`src/rtl/uart_fifo_pkg.sv`:
```
// Shared types and constants for the UART byte-buffering stage.
package uart_fifo_pkg;
   localparam int DATA_W = 8;

   typedef enum logic [1:0] {TX_IDLE, TX_SEND, TX_GUARD} tx_state_t;
   typedef enum logic       {RX_IDLE, RX_ACK}            rx_state_t;
endpackage

```
`src/rtl/uart_fifo_sync_fifo.sv`:
```
// Single-clock show-ahead FIFO; full/empty come from the registered level.
module sync_fifo #(
   parameter  int DEPTH = 16,
   parameter  int WIDTH = 8,
   localparam int AW    = $clog2(DEPTH),
   localparam int LW    = AW + 1
) (
   input  logic             clk,
   input  logic             reset_i,
   input  logic             i_push,
   input  logic             i_pop,
   input  logic [WIDTH-1:0] i_din,
   output logic [WIDTH-1:0] o_dout,
   output logic             o_full,
   output logic             o_empty,
   output logic [LW-1:0]    o_level
);
   logic [WIDTH-1:0] r_mem [DEPTH];
   logic [AW-1:0]    r_wr_ptr, r_rd_ptr;
   logic [LW-1:0]    r_level;
   logic             w_full, w_empty, w_push, w_pop;

   assign w_full  = (r_level == LW'(DEPTH));
   assign w_empty = (r_level == '0);
   // A push on a full FIFO is lost even when a pop frees a slot this cycle.
   assign w_push  = i_push && !w_full;
   assign w_pop   = i_pop && !w_empty;

   always_ff @(posedge clk or negedge reset_i) begin
      if (!reset_i) begin
         r_wr_ptr <= '0;
         r_rd_ptr <= '0;
         r_level  <= '0;
      end else begin
         if (w_push) r_wr_ptr <= r_wr_ptr + AW'(1);
         if (w_pop)  r_rd_ptr <= r_rd_ptr + AW'(1);
         case ({w_push, w_pop})
            2'b10:   r_level <= r_level + LW'(1);
            2'b01:   r_level <= r_level - LW'(1);
            default: r_level <= r_level;
         endcase
      end
   end

   always_ff @(posedge clk) begin
      if (w_push) r_mem[r_wr_ptr] <= i_din;
   end

   assign o_dout  = r_mem[r_rd_ptr];
   assign o_full  = w_full;
   assign o_empty = w_empty;
   assign o_level = r_level;
endmodule

```
`src/rtl/uart_fifo.sv`:
```
// TX/RX byte buffers between a host bus and the uart block, with sticky RX overrun.
module uart_fifo
   import uart_fifo_pkg::*;
#(
   parameter int DEPTH   = 16,
   parameter int LEVEL_W = $clog2(DEPTH) + 1
) (
   input  logic              clk,
   input  logic              reset_i,
   input  logic              tx_wr_i,
   input  logic [DATA_W-1:0] tx_data_i,
   output logic              tx_full_o,
   output logic [LEVEL_W-1:0] tx_level_o,
   input  logic              rx_rd_i,
   output logic [DATA_W-1:0] rx_data_o,
   output logic              rx_empty_o,
   output logic [LEVEL_W-1:0] rx_level_o,
   output logic              rx_overrun_o,
   input  logic              clr_overrun_i,
   output logic              uart_wr_o,
   output logic [DATA_W-1:0] uart_tx_data_o,
   input  logic              uart_busy_i,
   output logic              uart_rd_o,
   input  logic [DATA_W-1:0] uart_rx_data_i,
   input  logic              uart_valid_i
);
   tx_state_t         r_tx_state, w_tx_next;
   rx_state_t         r_rx_state, w_rx_next;
   logic              r_tx_go;
   logic [DATA_W-1:0] r_tx_data;
   logic              r_overrun;
   logic              w_tx_pop, w_tx_empty;
   logic [DATA_W-1:0] w_tx_dout;
   logic              w_rx_take, w_rx_full;

   sync_fifo #(.DEPTH(DEPTH), .WIDTH(DATA_W)) u_tx_fifo (
      .clk(clk), .reset_i(reset_i),
      .i_push(tx_wr_i), .i_pop(w_tx_pop), .i_din(tx_data_i), .o_dout(w_tx_dout),
      .o_full(tx_full_o), .o_empty(w_tx_empty), .o_level(tx_level_o)
   );

   sync_fifo #(.DEPTH(DEPTH), .WIDTH(DATA_W)) u_rx_fifo (
      .clk(clk), .reset_i(reset_i),
      .i_push(w_rx_take), .i_pop(rx_rd_i), .i_din(uart_rx_data_i), .o_dout(rx_data_o),
      .o_full(w_rx_full), .o_empty(rx_empty_o), .o_level(rx_level_o)
   );

   // Start condition is sampled a cycle ahead and only while idle, so a busy
   // flag that rises right after GUARD is still seen before the next pop.
   always_comb begin
      w_tx_next = r_tx_state;
      w_tx_pop  = 1'b0;
      case (r_tx_state)
         TX_IDLE: if (r_tx_go) begin
            w_tx_pop  = 1'b1;
            w_tx_next = TX_SEND;
         end
         TX_SEND:  w_tx_next = TX_GUARD;
         TX_GUARD: w_tx_next = TX_IDLE;
         default:  w_tx_next = TX_IDLE;
      endcase
   end

   always_ff @(posedge clk or negedge reset_i) begin
      if (!reset_i) begin
         r_tx_state <= TX_IDLE;
         r_tx_go    <= 1'b0;
         r_tx_data  <= '0;
      end else begin
         r_tx_state <= w_tx_next;
         r_tx_go    <= (r_tx_state == TX_IDLE) && !w_tx_pop && !w_tx_empty && !uart_busy_i;
         if (w_tx_pop) r_tx_data <= w_tx_dout;
      end
   end

   assign uart_wr_o      = (r_tx_state == TX_SEND);
   assign uart_tx_data_o = r_tx_data;

   // A byte arriving on a full RX FIFO is still acknowledged, just not stored.
   assign w_rx_take = (r_rx_state == RX_IDLE) && uart_valid_i;

   always_comb begin
      w_rx_next = RX_IDLE;
      if (r_rx_state == RX_IDLE && uart_valid_i) w_rx_next = RX_ACK;
   end

   always_ff @(posedge clk or negedge reset_i) begin
      if (!reset_i) begin
         r_rx_state <= RX_IDLE;
         r_overrun  <= 1'b0;
      end else begin
         r_rx_state <= w_rx_next;
         if (w_rx_take && w_rx_full) r_overrun <= 1'b1;
         else if (clr_overrun_i)     r_overrun <= 1'b0;
      end
   end

   assign uart_rd_o    = (r_rx_state == RX_ACK);
   assign rx_overrun_o = r_overrun;
endmodule

```
`config.mk`:
```
export PLATFORM = sky130hd
export DESIGN_NAME = uart_fifo
export DESIGN_NICKNAME = d
export VERILOG_FILES = /design/src/rtl/uart_fifo_pkg.sv /design/src/rtl/uart_fifo_sync_fifo.sv /design/src/rtl/uart_fifo.sv
export SDC_FILE = /design/constraint.sdc
export NUM_CORES = 1
export LEC_CHECK = 0
export ABC_CLOCK_PERIOD_IN_PS = 2800
export CAP_MARGIN = 5
export CORE_UTILIZATION = 52
export DETAILED_ROUTE_END_ITERATION = 16
export DONT_BUFFER_PORTS = 1
export PLACE_DENSITY = 0.75
export SYNTH_ARGS = -nofsm -noshare
export SYNTH_HDL_FRONTEND = slang
export SYNTH_SLANG_ARGS = --single-unit
```
`constraint.sdc`:
```
create_clock -name clk -period 2.8 [get_ports clk]
set_clock_uncertainty 0.1 [all_clocks]
set_input_delay 0.56 -clock clk [delete_from_list [all_inputs] [get_ports clk]]
set_output_delay 0.56 -clock clk [all_outputs]
set_load 0.02 [all_outputs]
```
* Word-level counts from Yosys, hierarchy flattened
Memory sizes are Yosys's and may differ from the RTL's. A register that Yosys moved wholly into a read port is not among the register bits.
Cells that the tools add are included.
** Storage, ports and cells
- Register bits after elaboration :: 31
- Latch bits :: 0
- Memory bits (writable) :: 256
- Memory bits (read-only) :: 0
- Bits of input ports :: 23
- Output and inout port bits :: 31
- Word-level logic and storage cells :: 64
- Memories :: 2
** Memories
- u_rx_fifo.r_mem :: words 16, width 8, rd ports 1, clocked after Yosys merged registers in 0, write ports 1, line uart_fifo_sync_fifo.sv:18 : logic [WIDTH-1:0] r_mem [DEPTH];
- u_tx_fifo.r_mem :: words 16, width 8, rd ports 1, clocked after Yosys merged registers in 1, write ports 1, line uart_fifo_sync_fifo.sv:18
** Cells by class
- Add/subtract/negate cells :: 8
- Multiply operators :: 0
- Divide/modulo/power cells :: 0
- Magnitude comparators :: 0
- Equality and inequality tests :: 8
- Shifts and indexed selects :: 0
- Mux-type cells :: 13
- Bitwise operators :: 1
- Reductions and logical operators :: 22
** Operators with widths (number)
- $pmux W5 S2 :: 2
- $add A4 B1 Y4 const B :: 4
- $add A5 B1 Y5 const B :: 2
- $eq A5 B5 Y1 const B :: 2
- $logic_not A5 Y1 :: 2
- $sub A5 B1 Y5 const B :: 2
- $logic_and A1 B1 Y1 :: 9
- $mux W1 :: 9
- $logic_not A1 Y1 :: 7
- $eq A2 B1 Y1 const B :: 3
- $reduce_bool A2 Y1 :: 3
- $eq A2 B2 Y1 const B :: 2
- $pmux W2 S2 :: 1
- $logic_not A2 Y1 :: 1
- $mux W2 :: 1
- $ne A2 B2 Y1 const B :: 1
- $not A1 Y1 :: 1

* Logic depth before layout (Yosys ltp)
- Word-level depth :: 6
- Gate-level depth with buffers :: 14
- Mapped depth without buffers :: 11

* Cells and area by module
A second synthesis with hierarchy kept.
** Second synthesis, totals
- Cell total of the unflattened synthesis :: 695
- Area total of the unflattened synthesis :: 12047.8 um^2
** By module, submodules not included
- sync_fifo :: times used 2, cells an instance 332, area an instance 5779.3 um^2, seq. area each 4169.0 um^2
- uart_fifo :: times used 1, cells an instance 31, area an instance 489.2 um^2, seq. area each 325.3 um^2

* Worst setup path after synthesis
No wires, ideal clock.
- Kind :: flip-flop to flip-flop
- Start :: register u_rx_fifo.r_level[1], in the netlist u_rx_fifo.o_level[1]
- End :: register u_rx_fifo.r_level[4], in the netlist u_rx_fifo.o_level[4]
- Library setup time :: 0.132 ns
- Arrival time :: 3.045 ns
- Data required time :: 2.568 ns
- Slack :: -0.478 ns
- Stages on the path, launching flop included :: 12
- Buffers on the path :: 1
- Clock period less this slack :: 3.278 ns
- Cell sequence :: dfrtp_1 -> nor4_2 -> nor2b_1 -> nor2b_1 -> clkbuf_1 -> ha_1 -> ha_1 -> nor2b_1 -> o21ai_0 -> a21oi_1 -> or3b_2 -> xnor2_1
** Between the ends
- Longest elaborated chain between the ends :: 5
- Elaborated cells between the ends (all ways) :: 12
- Those cells by class :: add/sub: 2; eq/ne: 3; mux: 1; reduce/logical: 6
** RTL lines
- start: declaration :: line uart_fifo_sync_fifo.sv:20 : logic [LW-1:0] r_level;
- start signal: assignment :: line uart_fifo_sync_fifo.sv:38 : 2'b10: r_level <= r_level + LW'(1);
- start signal: assignment :: line uart_fifo_sync_fifo.sv:39 : 2'b01: r_level <= r_level - LW'(1);
- start signal: assignment :: line uart_fifo_sync_fifo.sv:40 : default: r_level <= r_level;
- $logic_not A5 Y1 (*) :: line uart_fifo_sync_fifo.sv:24 : assign w_empty = (r_level == '0);
- via rx_empty_o :: line uart_fifo.sv:16 : output logic rx_empty_o,
- $logic_not A1 Y1 (*) :: line uart_fifo_sync_fifo.sv:27 : assign w_pop = i_pop && !w_empty;
- $logic_and A1 B1 Y1 (*) :: line uart_fifo_sync_fifo.sv:27
- via u_rx_fifo.w_pop :: line uart_fifo_sync_fifo.sv:21 : logic w_full, w_empty, w_push, w_pop;
- $eq A2 B1 Y1 / $eq A2 B2 Y1 (equally long branches) :: line uart_fifo_sync_fifo.sv:37 : case ({w_push, w_pop})
- $pmux W5 S2 / $reduce_bool A2 Y1 (equally long branches)
The timed path passes the listed nets; every way through them passes the cells marked *.
A chain may end at the register's enable or synchronous reset.

* Worst setup path after layout
- Start :: register u_rx_fifo.r_rd_ptr[0]
- End :: output port rx_data_o[3]
** Between the ends
- Longest elaborated chain between the ends :: 1
** RTL lines
- start: declaration :: line uart_fifo_sync_fifo.sv:19 : logic [AW-1:0] r_wr_ptr, r_rd_ptr;
- start signal: assignment :: line uart_fifo_sync_fifo.sv:36 : if (w_pop) r_rd_ptr <= r_rd_ptr + AW'(1);
- $mem_v2 Z16 W8
- end: declaration :: line uart_fifo.sv:15 : output logic [DATA_W-1:0] rx_data_o,
Every way passes these cells.

==> impl_metrics.yaml <==
run_status:
  status: "complete, but fails checks"
  violations: "setup timing"
grt:
  overflow: 0
  grtUsageTotal_pct: 22.1
  grt_antenna_before_repair: 1
  grt_max_degree: 40
  grt_pass1_vias: 6135
  grt_pass1_wl_mm: 38.0
floorplan:
  die-width_um: 153
  num_rows: 55
  die_area_um2: 23500
  fp.dieH_um: 153
  ios: 54
  initial_utilization_pct: 52.8
  core-area_um2: 22600
worst_setup_path:
  critPathMaxFanout: 5
  slowest_delay_ns: 0.59
  path_cells: "buf_12 -> buf_12 -> mux4_2 -> mux4_2"
  r2r_start: "u_rx_fifo.o_level[1]"
  critPathLaunch: "u_rx_fifo.r_rd_ptr[0]"
  critPathBufInv: 2
  r2r_setup_slack_ns: 0.15
  cp.arrival_ns: 2.34
  cp_top_family: "multiplexers"
  worstSetupPathType: "flip-flop to primary output"
  cp-start-kind: "flip-flop"
  cp_slowest_cell: "mux4_2"
  r2r_cells: 10
  r2r-end: "u_rx_fifo.o_level[4]"
  end_kind: "primary output"
  cp.required_ns: 2.14
logic_synthesis:
  synth.area.mux_share_pct: 15.9
  syn_area_per_cell_um2: 19.9
  synthTopCellsByCount: "256 x edfxtp_1, 39 x dfrtp_1, 38 x mux4_2"
  synth-xor-area-share_pct: 1.69
  synth-seq-cells: 295
  synth_edf_count: 256
  yosys_warnings: 0
  syn_inst: 598
  yosysTopAreaCell: "edfxtp_1"
  synth_area_um2: 11900
  syn-num-nets: 639
  synth_compound_area_share_pct: 1.83
  synthSimpleGateAreaFrac_pct: 4.16
  synth.area.top_cells: "edfxtp_1 65%, dfrtp_1 8.2%, mux4_2 7.2%, mux4_1 6.6%, ha_1 1.8%"
  synth.yosys.seq_area_share_pct: 72.7
  async_flop_share_pct: 13.2
  synth_top_family_by_area: "multiplexers"
  synth_fa_ha_area_share_pct: 1.95
  ys.flop_type: "edfxtp_1"
  synth_cell_types: 46
  synth_top_area_share_pct: 64.6
  synth.most_common_cell: "edfxtp_1"
route:
  num_vias: 5942
  drt_wl_total_mm: 25.0
  drc: 0
  wl_per_cell_um: 25.7
  first_pass_iters: 5
  vias_per_cell: 6.10
  drtAntennaViolNets: 0
  first_iter_violations: 609
worst_hold_path:
  hp-class: "primary input to flip-flop"
  hp-start: "clr_overrun_i"
  holdPathStages: 1
  min_to: "rx_overrun_o"
sta:
  worst_pin_slew_ns: 0.959
  fmax_ghz: 0.334
  fin_crit_sh_pct: 107
  setup_viol: 8
  fin_ws_ns: -0.197
  hold_viol_final: 0
  rsz0062_at_grt: "true"
  max_slew_margin_pct: 35.8
  fin_crit_ns: 3.00
  drv_slew: 0
placement:
  dp.cells: 889
  dp_hpwl_mm: 14.7
  numPortBuffers: 0
  routabilityCongestion: 0.841
  post-place-ws_ns: 0.0257
cells_and_area:
  drive_gt1_share_pct: 25.1
  synthToLayoutAreaGrowth_pct: 15.6
  final_nets: 705
  final_cells: 974
  fillers: 1543
  multiInputGateArea_um2: 2980
  register_area_um2: 8670
job:
  cap_violations: 0
power_and_ir_drop:
  peakVddDrop_mv: 0.662
  p_per_area_nw_per_um2: 1060
  leakage_nw: 4.72
cts:
  cts_tree: "yes"
  path_clk_slew_ns: 0.06
  clock_path_buffers: 3
  cts-root-buf: "clkbuf_16"
  htreeDepth: 1
  cts_buffers: 30
  cts.sinks: 295
  clkLatencyLatePin_ns: 0.54
-- logic make-up after synthesis --
logic type      count (synthesis)
mux                            92
buf+inv                        44
xor+xnor                       23
fa+ha+maj                      18
compound gates                 30
simple gates                   96
flops                         295
-- where the power goes --
group	internal, mW	leakage (nW)	total [mW]	switching (mW)
sequential	5.39	2.78	5.97	0.580
combinational	2.20	1.45	4.51	2.31
clock	2.45	0.492	4.05	1.60
-- state kept, by name (all words and copies together) (netlist names) --
register            cells
u_tx_fifo.r_wr_ptr      4
u_tx_fifo.r_mem       128
uart_rd_o               1
u_tx_fifo.r_rd_ptr      4
uart_tx_data_o          8
r_tx_state              2
u_rx_fifo.r_rd_ptr      4
rx_overrun_o            1
r_tx_go                 1
u_rx_fifo.r_wr_ptr      4
u_rx_fifo.r_mem       128
u_tx_fifo.o_level       5
u_rx_fifo.o_level       5
-- worst reg2reg max path: cells and delay by family, from the launching register on --
family | cells | cell delay [ns]
adders and majority gates | 2 | 0.41
AOI/OAI and AO/OA | 2 | 0.29
DFF | 1 | 0.43
xor gates and xnor gates | 1 | 0.13
and+or+nand+nor | 5 | 1.17
-- layout by cell type, fill, tap and decap left out, drive strengths merged, types with 19 or more instances in the layout --
master	netlist	routed
mux4	68	68
dfrtp	39	39
buf	15	43
nor2	19	19
nand2	28	28
mux2i	20	20
clkbuf	14	41
edfxtp	256	256
dlygate4sd3	0	20
-- layout make-up --
type,instances,share of cell area [%]
diodes,1,0.0182
clock buffers,41,6.05
clock inverters,15,1.34
inverters,15,0.409
multi-input cells,259,21.6
flip-flops and latches,295,63.0
well taps,285,2.59
repair buffers,63,4.98
-- repair_timing --
action,in CTS,in global routing
pin swaps,1,1
setup endpoints to repair,9,9
setup buffers,4,0
gates cloned,3,0
resized for setup,38,3
hold endpoints to repair,290,0
hold buffers,21,0
-- metal layers --
| metal | routed length [um] | GRT usage, % | vias up |
|---|---|---|---|
| li1 | - | - | 2517 |
| met1 | 10000 | 30.6 | 3098 |
| met2 | 12500 | 36.0 | 286 |
| met3 | 1960 | 4.34 | 41 |
| met4 | 521 | 6.52 | 0 |
| met5 | 0 | 0 | - |
-- worst max path at each step --
stage | endpoint | depth (start not counted)
global placement | u_rx_fifo.o_level[4] | 11
global route | rx_data_o[3] | 4
CTS | rx_data_o[3] | 4
detailed placement | u_rx_fifo.o_level[4] | 11
floorplan | u_rx_fifo.o_level[4] | 11
finish | rx_data_o[3] | 4
-- through the flow --
step | TNS (ns) | cell area (um^2) | utilization (%) | hold WS [ns] | power, mW
5_1_grt | -1.96 | 13800 | 61.0 | 0.0115 | 15.2
3_5_place_dp | 0 | 12500 | 55.2 | 0.168 | 10.0
6_report | -1.50 | 13800 | 61.0 | 0.0220 | 14.5
3_3_place_gp | 0 | 12500 | 55.2 | 0.168 | 9.85
2_1_floorplan | -0.0287 | 12000 | - | 0.164 | 8.88
4_1_cts | -1.50 | 13800 | 60.9 | 0.00530 | 14.6
Power figures use the tool's default switching activity.
